<file path="src/rtl/wgt_buf_pp.sv">
// wgt_buf_pp: ping-pong weight buffer feeding the PE array.
//
// Packed weight words arrive over a valid/ready stream and are unpacked,
// MSB lane first, into a shadow bank. A read request moves a complete
// shadow tile into the output bank. The next tile can then be loaded while
// the PE array consumes the current one.
//
// Optional feature macro: WGT_BUF_ERR_EN adds the sticky underflow flag wgt_err.
//
// Ports:
//   clk          rising-edge clock
//   rst          synchronous active-high reset
//   wgt_in_valid input word valid
//   wgt_in_ready buffer accepts a word this cycle (0 while rst is high)
//   wgt_in_data  packed weight word, IN_WIDTH bits
//   wgt_clear    discard the partially or fully loaded shadow tile
//   wgt_read     request transfer of the shadow tile to the output bank
//   wgt_output   signed weights to the PEs, PE_ARR_SIZE x WGT_WIDTH
//   wgt_valid    wgt_output holds a loaded tile
//   wgt_stall    one-cycle pulse: read requested with no complete shadow tile
//   wgt_err      sticky underflow flag (WGT_BUF_ERR_EN only)
module wgt_buf_pp #(
   parameter int WGT_WIDTH   = 8,
   parameter int IN_WIDTH    = 32,
   parameter int PE_ARR_SIZE = 9
) (
   input  logic                        clk,
   input  logic                        rst,
   input  logic                        wgt_in_valid,
   output logic                        wgt_in_ready,
   input  logic [IN_WIDTH-1:0]         wgt_in_data,
   input  logic                        wgt_clear,
   input  logic                        wgt_read,
   output logic signed [WGT_WIDTH-1:0] wgt_output [PE_ARR_SIZE],
   output logic                        wgt_valid,
   output logic                        wgt_stall
`ifdef WGT_BUF_ERR_EN
   ,
   output logic                        wgt_err
`endif
);

   localparam int PACK  = IN_WIDTH / WGT_WIDTH;
   localparam int WORDS = (PE_ARR_SIZE + PACK - 1) / PACK;
   localparam int CNT_W = (WORDS > 1) ? $clog2(WORDS) : 1;

   typedef enum logic {
      S_LOAD,
      S_FULL
   } state_t;

   state_t                      state;
   logic [CNT_W-1:0]            word_cnt;
   logic signed [WGT_WIDTH-1:0] shadow [PE_ARR_SIZE];
   logic                        handshake;
   logic                        last_word;

   assign wgt_in_ready = (state == S_LOAD) && !rst;
   assign handshake    = wgt_in_valid && wgt_in_ready;
   assign last_word    = (word_cnt == CNT_W'(WORDS - 1));

   always_ff @(posedge clk) begin
      if (rst) begin
         state     <= S_LOAD;
         word_cnt  <= '0;
         wgt_valid <= 1'b0;
         wgt_stall <= 1'b0;
`ifdef WGT_BUF_ERR_EN
         wgt_err   <= 1'b0;
`endif
         for (int unsigned e = 0; e < PE_ARR_SIZE; e++) begin
            shadow[e]     <= '0;
            wgt_output[e] <= '0;
         end
      end else begin
         wgt_stall <= 1'b0;
         if (wgt_clear) begin
            // Clear wins over read and over any coincident handshake.
            state    <= S_LOAD;
            word_cnt <= '0;
         end else if (state == S_FULL) begin
            if (wgt_read) begin
               for (int unsigned e = 0; e < PE_ARR_SIZE; e++)
                  wgt_output[e] <= shadow[e];
               wgt_valid <= 1'b1;
               state     <= S_LOAD;
            end
         end else begin
            // Read while loading is an underflow; the word stream is still
            // accepted, so a coincident last word completes the tile.
            if (wgt_read) begin
               wgt_stall <= 1'b1;
`ifdef WGT_BUF_ERR_EN
               wgt_err   <= 1'b1;
`endif
            end
            if (handshake) begin
               // Element e lives in word e/PACK, lane e%PACK (MSB lane first);
               // lanes past PE_ARR_SIZE in the last word have no element.
               for (int unsigned e = 0; e < PE_ARR_SIZE; e++) begin
                  if (CNT_W'(e / PACK) == word_cnt)
                     shadow[e] <= wgt_in_data[IN_WIDTH-1-(e%PACK)*WGT_WIDTH -: WGT_WIDTH];
               end
               if (last_word) begin
                  word_cnt <= '0;
                  state    <= S_FULL;
               end else begin
                  word_cnt <= word_cnt + 1'b1;
               end
            end
         end
      end
   end

endmodule

</file>
<file path="config.mk">
export PLATFORM = sky130hd
export DESIGN_NAME = wgt_buf_pp
export DESIGN_NICKNAME = d
export VERILOG_FILES = /design/src/rtl/wgt_buf_pp.sv
export SDC_FILE = /design/constraint.sdc
export NUM_CORES = 1
export LEC_CHECK = 0
export BUFFER_PORTS_ARGS = -buffer_cell sky130_fd_sc_hd__buf_2
export CAP_MARGIN = 20
export CORE_MARGIN = 4
export CORE_UTILIZATION = 58
export CTS_CLUSTER_SIZE = 8
export DETAILED_ROUTE_END_ITERATION = 10
export GPL_TIMING_DRIVEN = 0
export PLACE_DENSITY = 0.84
export SLEW_MARGIN = 20
export SYNTH_ARGS = -nofsm -noshare
export SYNTH_HDL_FRONTEND = slang
export SYNTH_SLANG_ARGS = --single-unit
</file>
<file path="constraint.sdc">
create_clock -name clk -period 4.45 [get_ports clk]
set_input_delay 0.2225 -clock clk [delete_from_list [all_inputs] [get_ports clk]]
set_output_delay 0.2225 -clock clk [all_outputs]
set_load 0.01 [all_outputs]
</file>
# Yosys cells after proc, flatten, opt, wreduce, memory -nomap -nowiden
# Memory sizes are Yosys's and may differ from the RTL's. A register that Yosys moved wholly into a read port is not among the register bits.
# Cells that the tools add are included.
# W data, S select, Z words.
totals:
  reg_bits: 5
  ramBits: 72
  input_bits: 37
  output_inout_bits: 75
  elab_cells: 63
  n_memories: 1
classes:
  addsub: 1
  eq_ne: 3
  mux: 35
  bitwise_logic: 11
  n_reduce_logical: 8
mem_list:
  columns: ["name", "depth", "word_bits", "rd", "rd_ports_with_merged_regs", "write_ports", "line", "text"]
  rows:
  - ["shadow", 9, 8, 9, 9, 9, "54", "logic signed [WGT_WIDTH-1:0] shadow [PE_ARR_SIZE];"]
op_table:
  columns: ["operator", "count"]
  rows:
  - ["$mux W8", 9]
  - ["$mux W1", 25]
  - ["$or A1 B1 Y1", 9]
  - ["$reduce_and A3 Y1", 1]
  - ["$reduce_or A3 Y1", 1]
  - ["$add A2 B1 Y2 const B", 1]
  - ["$eq A1 B2 Y1 const A", 1]
  - ["$eq A2 B2 Y1 const A", 1]
  - ["$eq A2 B2 Y1 const B", 1]
  - ["$logic_and A1 B1 Y1", 2]
  - ["$logic_not A2 Y1", 1]
  - ["$mux W2", 1]
  - ["$not A1 Y1", 2]
  - ["$reduce_and A2 Y1", 1]
  - ["$reduce_or A2 Y1", 1]
  - ["$logic_not A1 Y1", 1]

# Depth between registers and ports, before layout
logic_depth:
  depth_word: 9
  depth_mapped: 6
  depth_no_buf: 3

# Least setup slack after synthesis
# No wires, ideal clock.
synth_path:
  path_type: "flip-flop to flip-flop"
  startpoint: "reg state"
  endpoint: "mem shadow[4][0], in the netlist shadow[0][32] (enable)"
  setup_ns: 0.388
  arrival_time_ns: 1.382
  required_time_ns: 4.062
  slack_ns: 2.681
  stages_incl_launch_ff: 4
  n_path_buf: 0
  path_cell_list: "dfxtp_1 nand2b_4 nor3_1 a21o_1"
synth_lines:
  columns: ["element", "line", "text"]
  rows:
  - ["start, declared", "52", "state_t state;"]
  - ["start signal, assigned", "64", "state <= S_LOAD;"]
  - ["start signal, assigned", "79", "state <= S_LOAD;"]
  - ["start signal, assigned", "86", "state <= S_LOAD;"]
  - ["end, declared", "54", null]

==> flow_summary_export.csv <==
group,metric,value,unit
final_layout,final_nets,619,
synth,synth_top_area_share,41.58,%
synth,synth_edf_count,72,
placed_design,dp.cells,667,
drt,drc,0,
sta,slew_headroom,45.55,%
sta,rsz0062_at_grt,"no",
drt,drt_wl_total,11.76,mm
grt,grt_pass1_wl,18.29,mm
critical_path,rr_startpoint,"state$_SDFF_PP0_",
power,switchingPower,0.6048,mW
synth,synth_flop_cell,"dfxtp_1",
synth,synth_warnings,0,
floorplanning,io_pins,112,
drt,drtAntennaViolNets,0,
power,p_clk_share,48.3,%
synth,yosys-top-cells-area,"edfxtp_1 42%, dfxtp_1 30%, nand2_1 10%, a21oi_1 7.0%, and2_2 2.9%",
drt,routed_via_density,5.294,
sta,hold_ws,0.01630,ns
critical_path,crit_type,"primary input to flop",
critical_path,cp-start-kind,"primary input",
sta,tns,0,ns
clock_tree,cts-root-buf,"clkbuf_8",
grt,grt_max_degree,33,
synth,yosysMostFrequentCell,"nand2_1",
placed_design,place.gp.congestion,0.7874,
run_status,outcome,"finished, final reports clean",
drt,routedWlPerCell,16.72,um
critical_path,critical_path.startpoint,"rst",
power,switching_share,19.92,%
synth,ys_seq_area_share,71.22,%
final_layout,fin_cells,703,
hold_path,min-delay-start,"wgt_in_data[21]",
synth,netlist_area,0.005200,mm2
sta,fmax,0.5188,GHz
drt,drtIter0Drc,156,
drt,firstDrtPassIters,4,
grt,overflow,0,
critical_path,worst_setup_path_end_kind,"flop",
synth,syn_inst,450,
floorplanning,die_y,102.7,um
synth,ys_types,24,
clock_tree,clkTransAtPathRegs,0.06,ns
clock_tree,cts_max_level,4,
power,comb_power_share,2.6,%
floorplanning,num_rows,34,
power,peakVddDrop,0.3033,mV
clock_tree,numCtsBuffers,17,
grt,track_usage,23.36,%
grt,antenna_found_initial,0,
synth,async_flop_share,0,%
synth,synth_area_leader_cell,"edfxtp_1",
placed_design,io_buffers,109,
power,p_int,2.432,mW
synth,synth_common_cells,"144 x nand2_1, 77 x dfxtp_1, 73 x a21oi_1, 72 x edfxtp_1, 20 x and2_2",
final_layout,finalCoreUtilization,75.01,%
sta,finalSetupViolCount,0,
placed_design,hpwl,7.759,mm
floorplanning,chipWidth,102.7,um
final_layout,drive_above_1_share,30.92,%
drt,vias,3722,
clock_tree,ctsLongestPathBuffers,2,
critical_path,cp_max_fo,32,
synth,syn_nets,487,
job,maxCapViolCount,0,
sta,tightest_slew,0.8167,ns
clock_tree,cts_tree,"built",
clock_tree,clock-sinks,149,
grt,grt_pass1_vias,3751,
clock_tree,ctsResizeCount,0,
sta,final_hold_viol_count,0,
hold_path,hp-class,"primary input to flop",
floorplanning,die-area,0.01054,mm2
sta,min_period,1.928,ns
power,power_density,464.2,mW/mm2
synth,synth_seq_cells,149,
clock_tree,insertion_delay,0.51,ns
sta,fin_crit_sh,43.32,%
floorplanning,core,0.008721,mm2
final_layout,area_growth,25.79,%
critical_path,worstPathArrival,2.06,ns
critical_path,required,4.58,ns
sta,clock_skew,0.01069,ns
hold_path,holdPathStages,2,
power,seqPwrFrac,49.1,%
power,power.leakage,2.651,nW
synth,avgSynthCellArea,11.56,um2
sta,drv_slew,0,
final_layout,diodes,0,
final_layout,fillers,592,
critical_path,r2r_cells,3,
floorplanning,initial_core_util,59.63,%
registers in the layout, summed over array words and instances (netlist names):
register	flops
shadow	72
wgt_output	72
word_cnt	2
state	1
wgt_stall	1
wgt_valid	1
layout by cell type, fill, tap and decap left out, drive strengths merged, types with 2 or more instances in the layout:
master,count
buf,127
and2,32
clkinv,5
edfxtp,72
nor3,4
a21o,3
clkbuf,33
nor2,5
dfxtp,77
nand2,144
a21oi,73
bufinv,3
nor2b,2
dlygate4sd3,4
inv,2
worst max-delay path: stages:
cell	delay (ns)
dlygate4sd3_1	0.54
buf_6	0.16
clkbuf_1	0.41
a21o_2	0.71
power groups by stage:
stage,clock (mW),sequential [mW],combinational [mW]
2_1_floorplan,0,1.52,0.0405
4_1_cts,1.48,1.49,0.0786
3_5_place_dp,0,1.52,0.0744
5_1_grt,1.54,1.49,0.0846
3_3_place_gp,0,1.52,0.0714
6_report,1.47,1.49,0.0777
through the flow:
step           cell area, um2  setup slack (ns)  total power [mW]
2_1_floorplan            5200             2.681             1.558
3_3_place_gp             5881             2.247             1.591
3_5_place_dp             5883             2.582             1.595
4_1_cts                  6541             2.530             3.046
5_1_grt                  6541             2.440             3.116
6_report                 6541             2.522             3.036
cell type report:
| class | instances | area [um2] | share of cell area [%] |
|---|---|---|---|
| flip-flops and latches | 149 | 3704 | 56.62 |
| multi-input cells | 271 | 1301 | 19.89 |
| repair buffers | 113 | 585.6 | 8.952 |
| clock buffers | 22 | 475.5 | 7.269 |
| plain buffers | 29 | 193.9 | 2.965 |
| clock inverters | 10 | 142.6 | 2.181 |
| well taps | 108 | 135.1 | 2.066 |
| inverters | 1 | 3.754 | 0.05738 |
per-layer routing:
layer | vias to the layer above | wire, um | track usage, %
met5 | - | 0 | 0
met4 | 0 | 157 | 8.073
met2 | 147 | 6050 | 40.76
met1 | 1789 | 4766 | 28.22
met3 | 14 | 782 | 5.954
li1 | 1772 | - | -
worst paths after layout:
path,to,slack (ns)
worst max register to register,shadow[0][33]$_DFFE_PP_,2.61
worst max-delay path,shadow[0][21]$_DFFE_PP_,2.52
worst min-delay path,shadow[0][45]$_DFFE_PP_,0.02
worst min register to register,wgt_output[51]$_SDFFE_PP0P_,0.45
logic make-up (layout without fill, tap and decap cells):
kind of cell | after synthesis | count (layout) | synth area share, %
AND/OR/NAND/NOR | 192 | 192 | 16.67
flip-flops | 149 | 149 | 71.22
AO/OA/AOI/OAI | 78 | 78 | 8.109
buffers and inverters | 30 | 175 | 3.802
multiplexers | 1 | 1 | 0.1925
timing repair:
item	4_1_cts	5_1_grt
hold buffers	4	0
endpoints found under the hold margin	5	0
setup buffers	0	0
(Power assumes the default switching activity.)
